File: config.mk
export PLATFORM = sky130hd
export DESIGN_NAME = bdi_key_feeder
export DESIGN_NICKNAME = d
export VERILOG_FILES = /design/src/rtl/aead_pkg.sv /design/src/rtl/d_ff.sv /design/src/rtl/bdi_key_feeder.sv
export SDC_FILE = /design/constraint.sdc
export NUM_CORES = 1
export LEC_CHECK = 0
export CORE_MARGIN = 2
export CORE_UTILIZATION = 43
export CTS_BUF_LIST = sky130_fd_sc_hd__clkbuf_8 sky130_fd_sc_hd__clkbuf_16
export CTS_CLUSTER_SIZE = 8
export DETAILED_ROUTE_END_ITERATION = 6
export GPL_ROUTABILITY_DRIVEN = 0
export PLACE_DENSITY = 0.95
export SLEW_MARGIN = 25
export SYNTH_ARGS = -nofsm -noshare
export SYNTH_HDL_FRONTEND = slang
export SYNTH_HIERARCHICAL = 1
export SYNTH_SLANG_ARGS = --single-unit
File: constraint.sdc
create_clock -name clk -period 6.1 [get_ports clk]
set_input_delay 1.22 -clock clk [delete_from_list [all_inputs] [get_ports clk]]
set_output_delay 1.22 -clock clk [all_outputs]
set_load 0.01 [all_outputs]
File: src/rtl/aead_pkg.sv
// Shared AEAD definitions: segment type codes, key length and datapath widths.
package aead_pkg;

  localparam int WORD_W    = 32;
  localparam int KEY_WORDS = 4;
  localparam int CNT_W     = 14;

  localparam logic [3:0] TYPE_AD   = 4'b0001;
  localparam logic [3:0] TYPE_PT   = 4'b0100;
  localparam logic [3:0] TYPE_CT   = 4'b0101;
  localparam logic [3:0] TYPE_TAG  = 4'b1000;
  localparam logic [3:0] TYPE_NPUB = 4'b1101;
  localparam logic [3:0] TYPE_KEY  = 4'b1100;

endpackage

File: src/rtl/d_ff.sv
// Enable register with synchronous active-high clear; used for the word counters.
module d_ff #(
  parameter int W = 1
) (
  input  logic         clk,
  input  logic         rst,
  input  logic         en,
  input  logic [W-1:0] d,
  output logic [W-1:0] q
);

  // Clear on reset, otherwise load d when enabled.
  always_ff @(posedge clk) begin
    if (rst)     q <= '0;
    else if (en) q <= d;
  end

endmodule

File: src/rtl/bdi_key_feeder.sv
// Splits a raw word stream into key words and bdi segments under command control,
// generating eot/eoi/size sideband and masking the unused bytes of the final word.
module bdi_key_feeder
  import aead_pkg::*;
(
  input  logic                clk,
  input  logic                rst,
  input  logic                cmd_valid,
  output logic                cmd_ready,
  input  logic [3:0]          cmd_type,
  input  logic [15:0]         cmd_len,
  input  logic                cmd_last,
  input  logic                cmd_decrypt,
  input  logic [WORD_W-1:0]   din,
  input  logic                din_valid,
  output logic                din_ready,
  output logic [WORD_W-1:0]   key,
  output logic                key_valid,
  input  logic                key_ready,
  output logic                key_update,
  output logic [WORD_W-1:0]   bdi,
  output logic                bdi_valid,
  input  logic                bdi_ready,
  output logic [3:0]          bdi_type,
  output logic                bdi_eot,
  output logic                bdi_eoi,
  output logic                bdi_partial,
  output logic [2:0]          bdi_size,
  output logic                decrypt
);

  localparam logic [1:0] S_IDLE  = 2'd0;
  localparam logic [1:0] S_KEY   = 2'd1;
  localparam logic [1:0] S_DATA  = 2'd2;
  localparam logic [1:0] S_EMPTY = 2'd3;

  logic [1:0]       state_q, state_d;
  logic [3:0]       type_q, type_d;
  logic             last_q, last_d;
  logic             dec_q, dec_d;
  logic [2:0]       lsize_q, lsize_d;
  logic [CNT_W-1:0] cnt_q, cnt_d;
  logic             cnt_en;
  logic [1:0]       kcnt_q, kcnt_d;
  logic             kcnt_en;
  logic             cmd_acc, key_xfer, bdi_xfer, is_last;
  logic [16:0]      len_words;

  // Keep the valid bytes (MSB-first) of a final word holding 1..4 bytes.
  function automatic logic [WORD_W-1:0] tail_mask(input logic [2:0] size);
    case (size)
      3'd1:    tail_mask = 32'hFF00_0000;
      3'd2:    tail_mask = 32'hFFFF_0000;
      3'd3:    tail_mask = 32'hFFFF_FF00;
      default: tail_mask = 32'hFFFF_FFFF;
    endcase
  endfunction

  assign cmd_acc   = cmd_valid & cmd_ready;
  assign len_words = ({1'b0, cmd_len} + 17'd3) >> 2;
  assign is_last   = (cnt_q == '0);
  assign key_xfer  = (state_q == S_KEY) & din_valid & key_ready;
  assign bdi_xfer  = (state_q == S_DATA) & din_valid & bdi_ready;
  assign decrypt   = dec_q;

  // Remaining-word counter for the current DATA segment (0 marks the last word).
  d_ff #(.W(CNT_W)) u_word_cnt (
    .clk(clk), .rst(rst), .en(cnt_en), .d(cnt_d), .q(cnt_q)
  );

  // Count of key words already handed to the controller.
  d_ff #(.W(2)) u_key_cnt (
    .clk(clk), .rst(rst), .en(kcnt_en), .d(kcnt_d), .q(kcnt_q)
  );

  // Next-state, command latching and counter load/decrement decisions.
  always_comb begin
    state_d = state_q;
    type_d  = type_q;
    last_d  = last_q;
    dec_d   = dec_q;
    lsize_d = lsize_q;
    cnt_d   = cnt_q - CNT_W'(1);
    cnt_en  = 1'b0;
    kcnt_d  = kcnt_q + 2'd1;
    kcnt_en = key_xfer;
    case (state_q)
      S_IDLE: begin
        if (cmd_acc) begin
          type_d = cmd_type;
          last_d = cmd_last;
          if (cmd_type == TYPE_NPUB) dec_d = cmd_decrypt;
          if (cmd_type == TYPE_KEY) begin
            state_d = S_KEY;
            kcnt_d  = 2'd0;
            kcnt_en = 1'b1;
          end else if (cmd_len == 16'd0) begin
            if (cmd_last) state_d = S_EMPTY;
          end else begin
            state_d = S_DATA;
            cnt_d   = CNT_W'(len_words - 17'd1);
            cnt_en  = 1'b1;
            lsize_d = (cmd_len[1:0] == 2'd0) ? 3'd4 : {1'b0, cmd_len[1:0]};
          end
        end
      end
      S_KEY: begin
        if (key_xfer && (kcnt_q == 2'(KEY_WORDS - 1))) state_d = S_IDLE;
      end
      S_DATA: begin
        if (bdi_xfer) begin
          if (is_last) state_d = S_IDLE;
          else         cnt_en  = 1'b1;
        end
      end
      default: begin
        if (bdi_ready) state_d = S_IDLE;
      end
    endcase
  end

  // State and latched command fields.
  always_ff @(posedge clk) begin
    if (rst) begin
      state_q <= S_IDLE;
      type_q  <= 4'd0;
      last_q  <= 1'b0;
      dec_q   <= 1'b0;
      lsize_q <= 3'd0;
    end else begin
      state_q <= state_d;
      type_q  <= type_d;
      last_q  <= last_d;
      dec_q   <= dec_d;
      lsize_q <= lsize_d;
    end
  end

  // Output steering: key port in KEY, bdi port in DATA/EMPTY, idle elsewhere.
  always_comb begin
    cmd_ready   = (state_q == S_IDLE) & ~rst;
    din_ready   = 1'b0;
    key         = '0;
    key_valid   = 1'b0;
    key_update  = 1'b0;
    bdi         = '0;
    bdi_valid   = 1'b0;
    bdi_type    = 4'd0;
    bdi_eot     = 1'b0;
    bdi_eoi     = 1'b0;
    bdi_partial = 1'b0;
    bdi_size    = 3'd0;
    case (state_q)
      S_KEY: begin
        key        = din;
        key_valid  = din_valid;
        din_ready  = key_ready;
        key_update = 1'b1;
      end
      S_DATA: begin
        bdi_valid = din_valid;
        din_ready = bdi_ready;
        bdi_type  = type_q;
        if (is_last) begin
          bdi         = din & tail_mask(lsize_q);
          bdi_size    = lsize_q;
          bdi_partial = (lsize_q < 3'd4);
          bdi_eot     = 1'b1;
          bdi_eoi     = last_q;
        end else begin
          bdi      = din;
          bdi_size = 3'd4;
        end
      end
      S_EMPTY: begin
        bdi_valid = 1'b1;
        bdi_type  = type_q;
        bdi_eot   = 1'b1;
        bdi_eoi   = 1'b1;
      end
      default: ;
    endcase
  end

endmodule
== After elaboration in Yosys (flattened, before gate mapping) ==
Cells that the tools add are included.

* Add/sub/neg operators: 4
* Multiply operators: 0
* Divide/modulo/power cells: 0
* Order comparisons: 1
* Equal/unequal tests: 14
* Shift-type cells: 0
* Mux-type cells: 45
* Bitwise gates (word level): 10
* Reduce and logical (&&, ||, !) cells: 11

{| class="wikitable"
|+ Operators by type and width
! cell !! number
|-
| $mux W32 || 5
|-
| $pmux W24 S3 || 1
|-
| $mux W14 || 4
|-
| $and A32 B32 Y32 || 1
|-
| $sub A14 B1 Y14 const B || 2
|-
| $mux W2 || 11
|-
| $add A16 B2 Y16 const B || 1
|-
| $logic_not A16 Y1 || 1
|-
| $logic_not A14 Y1 || 1
|-
| $mux W1 || 14
|-
| $pmux W1 S2 || 5
|-
| $mux W3 || 3
|-
| $eq A4 B4 Y1 const B || 2
|-
| $and A1 B1 Y1 || 6
|-
| $eq A2 B2 Y1 const B || 3
|-
| $eq A3 B2 Y1 const B || 2
|-
| $ne A2 B2 Y1 const B || 3
|-
| $pmux W2 S3 || 1
|-
| $reduce_and A6 Y1 || 1
|-
| $logic_not A2 Y1 || 2
|-
| $mux W4 || 1
|-
| $ne A4 B4 Y1 const B || 1
|-
| $reduce_and A4 Y1 || 1
|-
| $reduce_bool A4 Y1 || 1
|-
| 10 further kinds || 12
|}

* Register bits after elaboration: 27
* Bits in latches: 0
* Bits in writable memories: 0
* Memory bits (read-only): 0
* Input port bits: 60
* Logic and storage cells: 92
* Memories kept: 0

== Longest topological paths before layout ==
* Depth in word-level cells: 7
* Mapped depth: 11
* Depth with buffers taken out: 10

== Hierarchy ==
The synthesis kept the hierarchy.

{| class="wikitable"
|+ Modules (own cells, without submodules)
! module !! times used !! cells each !! area an instance (um^2)
|-
| bdi_key_feeder || 1 || 288 || 2,008.2
|-
| d_ff at u_word_cnt || 1 || 45 || 508.0
|-
| d_ff at u_key_cnt || 1 || 6 || 67.6
|}

== Least setup slack after synthesis ==
No wires, ideal clock.

* Path kind: input-to-reg
* Start: in cmd_len[6]
* End: reg u_word_cnt.q[3]
* Data arrival time: 3.304 ns
* Path slack: 2.668 ns
* Cell stages on the path: 10
* Cells stage by stage: buf_6 > or4_4 > nor4_4 > a31oi_4 > buf_6 > o21bai_1 > buf_6 > buf_12 > mux2i_1 > nor2_1

* Longest elaborated chain between the ends: 5
* Elaborated cells on any way between the ends: 9
* Those cells by class: mux: 8; reduce/logical: 1

{| class="wikitable"
|+ Ends and longest elaborated chain
! element !! RTL line !! text
|-
| start, declared || bdi_key_feeder.sv:11 || <nowiki>input logic [15:0] cmd_len,</nowiki>
|-
| $logic_not A16 Y1 || bdi_key_feeder.sv:97 || <nowiki>end else if (cmd_len == 16'd0) begin</nowiki>
|-
| $mux W1 || bdi_key_feeder.sv:97 ||
|-
| $mux W1 || bdi_key_feeder.sv:93 || <nowiki>if (cmd_type == TYPE_KEY) begin</nowiki>
|-
| $mux W1 || bdi_key_feeder.sv:89 || <nowiki>if (cmd_acc) begin</nowiki>
|-
| $pmux W1 S2 || bdi_key_feeder.sv:87 || <nowiki>case (state_q)</nowiki>
|-
| named net cnt_en || bdi_key_feeder.sv:43 || <nowiki>logic cnt_en;</nowiki>
|-
| end signal, assigned || d_ff.sv:14 || <nowiki>if (rst) q <= '0;</nowiki>
|-
| end signal, assigned || d_ff.sv:15 || <nowiki>else if (en) q <= d;</nowiki>
|-
| end, declared || d_ff.sv:9 || <nowiki>output logic [W-1:0] q</nowiki>
|}

The timed path passes the listed nets, and every way through them passes these cells.
A chain may end at the register's enable or synchronous reset.

== Worst setup path in the final report ==
* Start: reg u_word_cnt.q[0]
* End: out bdi[23]

* Longest elaborated chain between the ends: 3

{| class="wikitable"
|+ Ends and longest elaborated chain
! element !! RTL line !! text
|-
| $logic_not A14 Y1 || bdi_key_feeder.sv:61 || <nowiki>assign is_last = (cnt_q == '0);</nowiki>
|-
| $mux W32 || bdi_key_feeder.sv:164 || <nowiki>if (is_last) begin</nowiki>
|-
| $mux W32 || bdi_key_feeder.sv:153 || <nowiki>case (state_q)</nowiki>
|-
| end, declared || bdi_key_feeder.sv:21 || <nowiki>output logic [WORD_W-1:0] bdi,</nowiki>
|}

Every way passes these cells.

==> results.cfg <==
[outcome]
status = completed

[grt]
track_usage_pct = 22.8
grt_pass1_wl_um = 12100
grt_overflow = 0
grt_max_degree = 40
antenna_found_initial = 0
grt_pass1_vias = 2609

[setup_path]
cp_data_arrival_time_ps = 3100
cpMaxStageDelayCell = or4b_1
cp_num_buf_inv = 2
critPathTopFamily = simple AND/OR/NAND/NOR gates
r2r_end = u_word_cnt/q[3]
r2r_setup_slack_ps = 3140
crit_required_ps = 4880
critPathLaunchType = flop
critPathMaxFanout = 8
crit_chain = inv_1 > ha_1 > or4b_1 > nor4_4 > nor2b_1 > a31oi_1 > and2_1 > clkdlybuf4s50_1
endpoint_kind = primary output
r2r-start = state_q[1]
reg2reg_depth = 9
crit_type = reg2out
crit_start = u_word_cnt/q[0]
endpoint = bdi[23]
worst-path-stages = 8
slowest_delay_ps = 540

[final_layout]
finish.utilization_pct = 68.8
syn_to_final_growth_pct = 55.7
drive_gt1_share_pct = 2.99
diodes = 0
fillCellCount = 465
final_nets = 537

[synth]
ys.flop_type = dfxtp_1
yosys.area.top_type_share_pct = 20.9
synth.net_count = 406
yosysWarnings = 6
ys_ff_latch = 27
syn_avg_cell_area_um2 = 7.62
async_flop_share_pct = 0
yosysSeqAreaShare_pct = 20.9
yosys.area.top_type = dfxtp_1
synthTopCellsByArea = dfxtp_1 21%, and2_1 16%, mux2i_1 9.3%, nor2_1 5.8%, xor2_1 4.1%
synth_enable_flop_cells = 0
syn_area_um2 = 2580
synthCells = 339
ys_types = 51

[sta]
slew_viol_final = 0
tns_ps = 0
period_needed_ps = 4320
fmax_ghz = 0.231
relSlewSlack_pct = 35.1
rsz0062_at_grt = no
finClkSkew_ps = 11.0
post-route-period-util_pct = 70.9
setup_viol = 0
tightest_slew_ps = 974
hold_viol = 0

[power]
p_total_mw = 1.01
ir_drop_v = 0.000173
leakagePower_nw = 1.53
power.density_nw_per_um2 = 250

[clock_network]
cts_resized = 0
clock_sinks = 27
numCtsBuffers = 3
clk_pin_slew_ps = 100
htree_levels = 1
clockRootBuffer = clkbuf_8
cts_tree = yes
cts_hold_buf = 0
post_cts.repair.setup_buffers = 0
insertion_delay_ps = 280
clk_path_buf_depth = 2

[worst_hold_path]
hold-path-cell-count = 2
min_path_type = reg2reg
worstHoldStart = type_q[2]

[floorplan]
fp-row-count = 28
ios = 140
start_util_pct = 44.2
die_area_um2 = 6640
dieWidth_um = 81.5
core_area_um2 = 5850
die_h_um = 81.5

[placement]
hpwl_um = 6420
port_buffers = 139

[drt]
firstDrtPassIters = 4
finalWirelength_um = 7940
vias = 2879
viasPerCell = 5.29
avgRoutedWirePerCell_um = 14.6
postRouteAntennaNets = 0
drtIter0Drc = 91
drc = 0

[flow_run]
maxCapViolCount = 0
==> flip-flops by register name, indices dropped and copies added (netlist names) <==
name          flops
u_word_cnt/q     14
type_q            4
lsize_q           3
state_q           2
u_key_cnt/q       2
decrypt           1
last_q            1
==> power by group <==
part | total [mW] | leakage (nW) | internal [mW] | switching [mW]
registers | 0.244 | 0.221 | 0.209 | 0.0353
clock network | 0.103 | 0.0255 | 0.0459 | 0.0569
logic | 0.660 | 1.28 | 0.335 | 0.325
total | 1.01 | 1.53 | 0.589 | 0.417
==> area by class of cell <==
cell class / count / area, um^2 / area share (%)
timing repair buffer: 140 / 1400 / 34.8
tap: 75 / 93.8 / 2.33
clock inverter: 1 / 5.00 / 0.124
clock buffer: 3 / 41.3 / 1.03
inverter: 8 / 30.0 / 0.746
sequential: 27 / 541 / 13.4
multi-input combinational: 290 / 1910 / 47.6
==> how the worst min path moves through the flow <==
stage	to	slack, ps
after floorplan	type_q[1]	430
after global placement	type_q[0]	450
after detailed placement	type_q[2]	460
after CTS	type_q[2]	470
after global routing	type_q[0]	500
final	type_q[2]	470
==> metrics by stage <==
stage | setup slack (ps) | instances | hold WS [ps] | area [um^2]
5_1_grt | 1550 | 544 | 496 | 4020
3_5_place_dp | 1540 | 540 | 456 | 3980
6_report | 1780 | 544 | 465 | 4020
4_1_cts | 1790 | 544 | 469 | 4020
2_1_floorplan | 2670 | 339 | 431 | 2580
3_3_place_gp | 1670 | 540 | 447 | 3980
==> placed cells by master, fill, tap and decap left out, types with 4 or more instances in the layout <==
cell type / instances
a21oi_1: 13
a31oi_1: 5
and2_1: 67
and3_1: 4
clkdlybuf4s50_1: 139
dfxtp_1: 27
ha_1: 7
inv_1: 8
mux2i_1: 24
nand2_1: 20
nand2b_1: 4
nand3_1: 8
nor2_1: 40
nor2b_1: 9
nor3_1: 10
nor4_1: 4
o21ai_0: 6
or3_1: 4
xnor2_1: 10
xor2_1: 12
==> synthesized netlist by cell type (all sizes together) (4+ instances only) <==
master and instances:
a21oi 13, nand3 8, dfxtp 27, and3 4, nor3 10, nor2 40
mux2i 24, ha 7, xnor2 10, or3 4, nor4 6, nand2 20
xor2 12, o21ai 9, nand2b 4, a31oi 6, buf 6, nor2b 9
clkbuf 8, and2 67, inv 8
==> layer usage <==
layer  vias to the layer above  GRT usage [%]  part of all wire [%]  wire length, um
met1                      1315           25.1                    38             3060
met2                       110           43.4                    51             4070
met3                        17           3.85                   7.9              627
li1                       1437              -                     -                -
met4                         0           8.14                   2.3              185
met5                         -              0                     0                0
==> cell families (layout without fill, tap and decap cells) <==
logic type / after synthesis / after routing / share of synthesized area [%]
multiplexers: 24 / 24 / 9.30
buffers and inverters: 22 / 152 / 4.99
flip-flops: 27 / 27 / 20.9
AO/OA/AOI/OAI: 47 / 47 / 12.2
XOR/XNOR: 22 / 22 / 7.46
AND/OR/NAND/NOR: 190 / 190 / 41.8
adder cells (fa/ha/maj): 7 / 7 / 3.39
==> worst min-delay path, stage by stage (launching register included) <==
cell	delay, ps
dfxtp_1	310
nand2_1	50
o21ai_0	60
No activity file was read; power rests on OpenSTA's default activity.
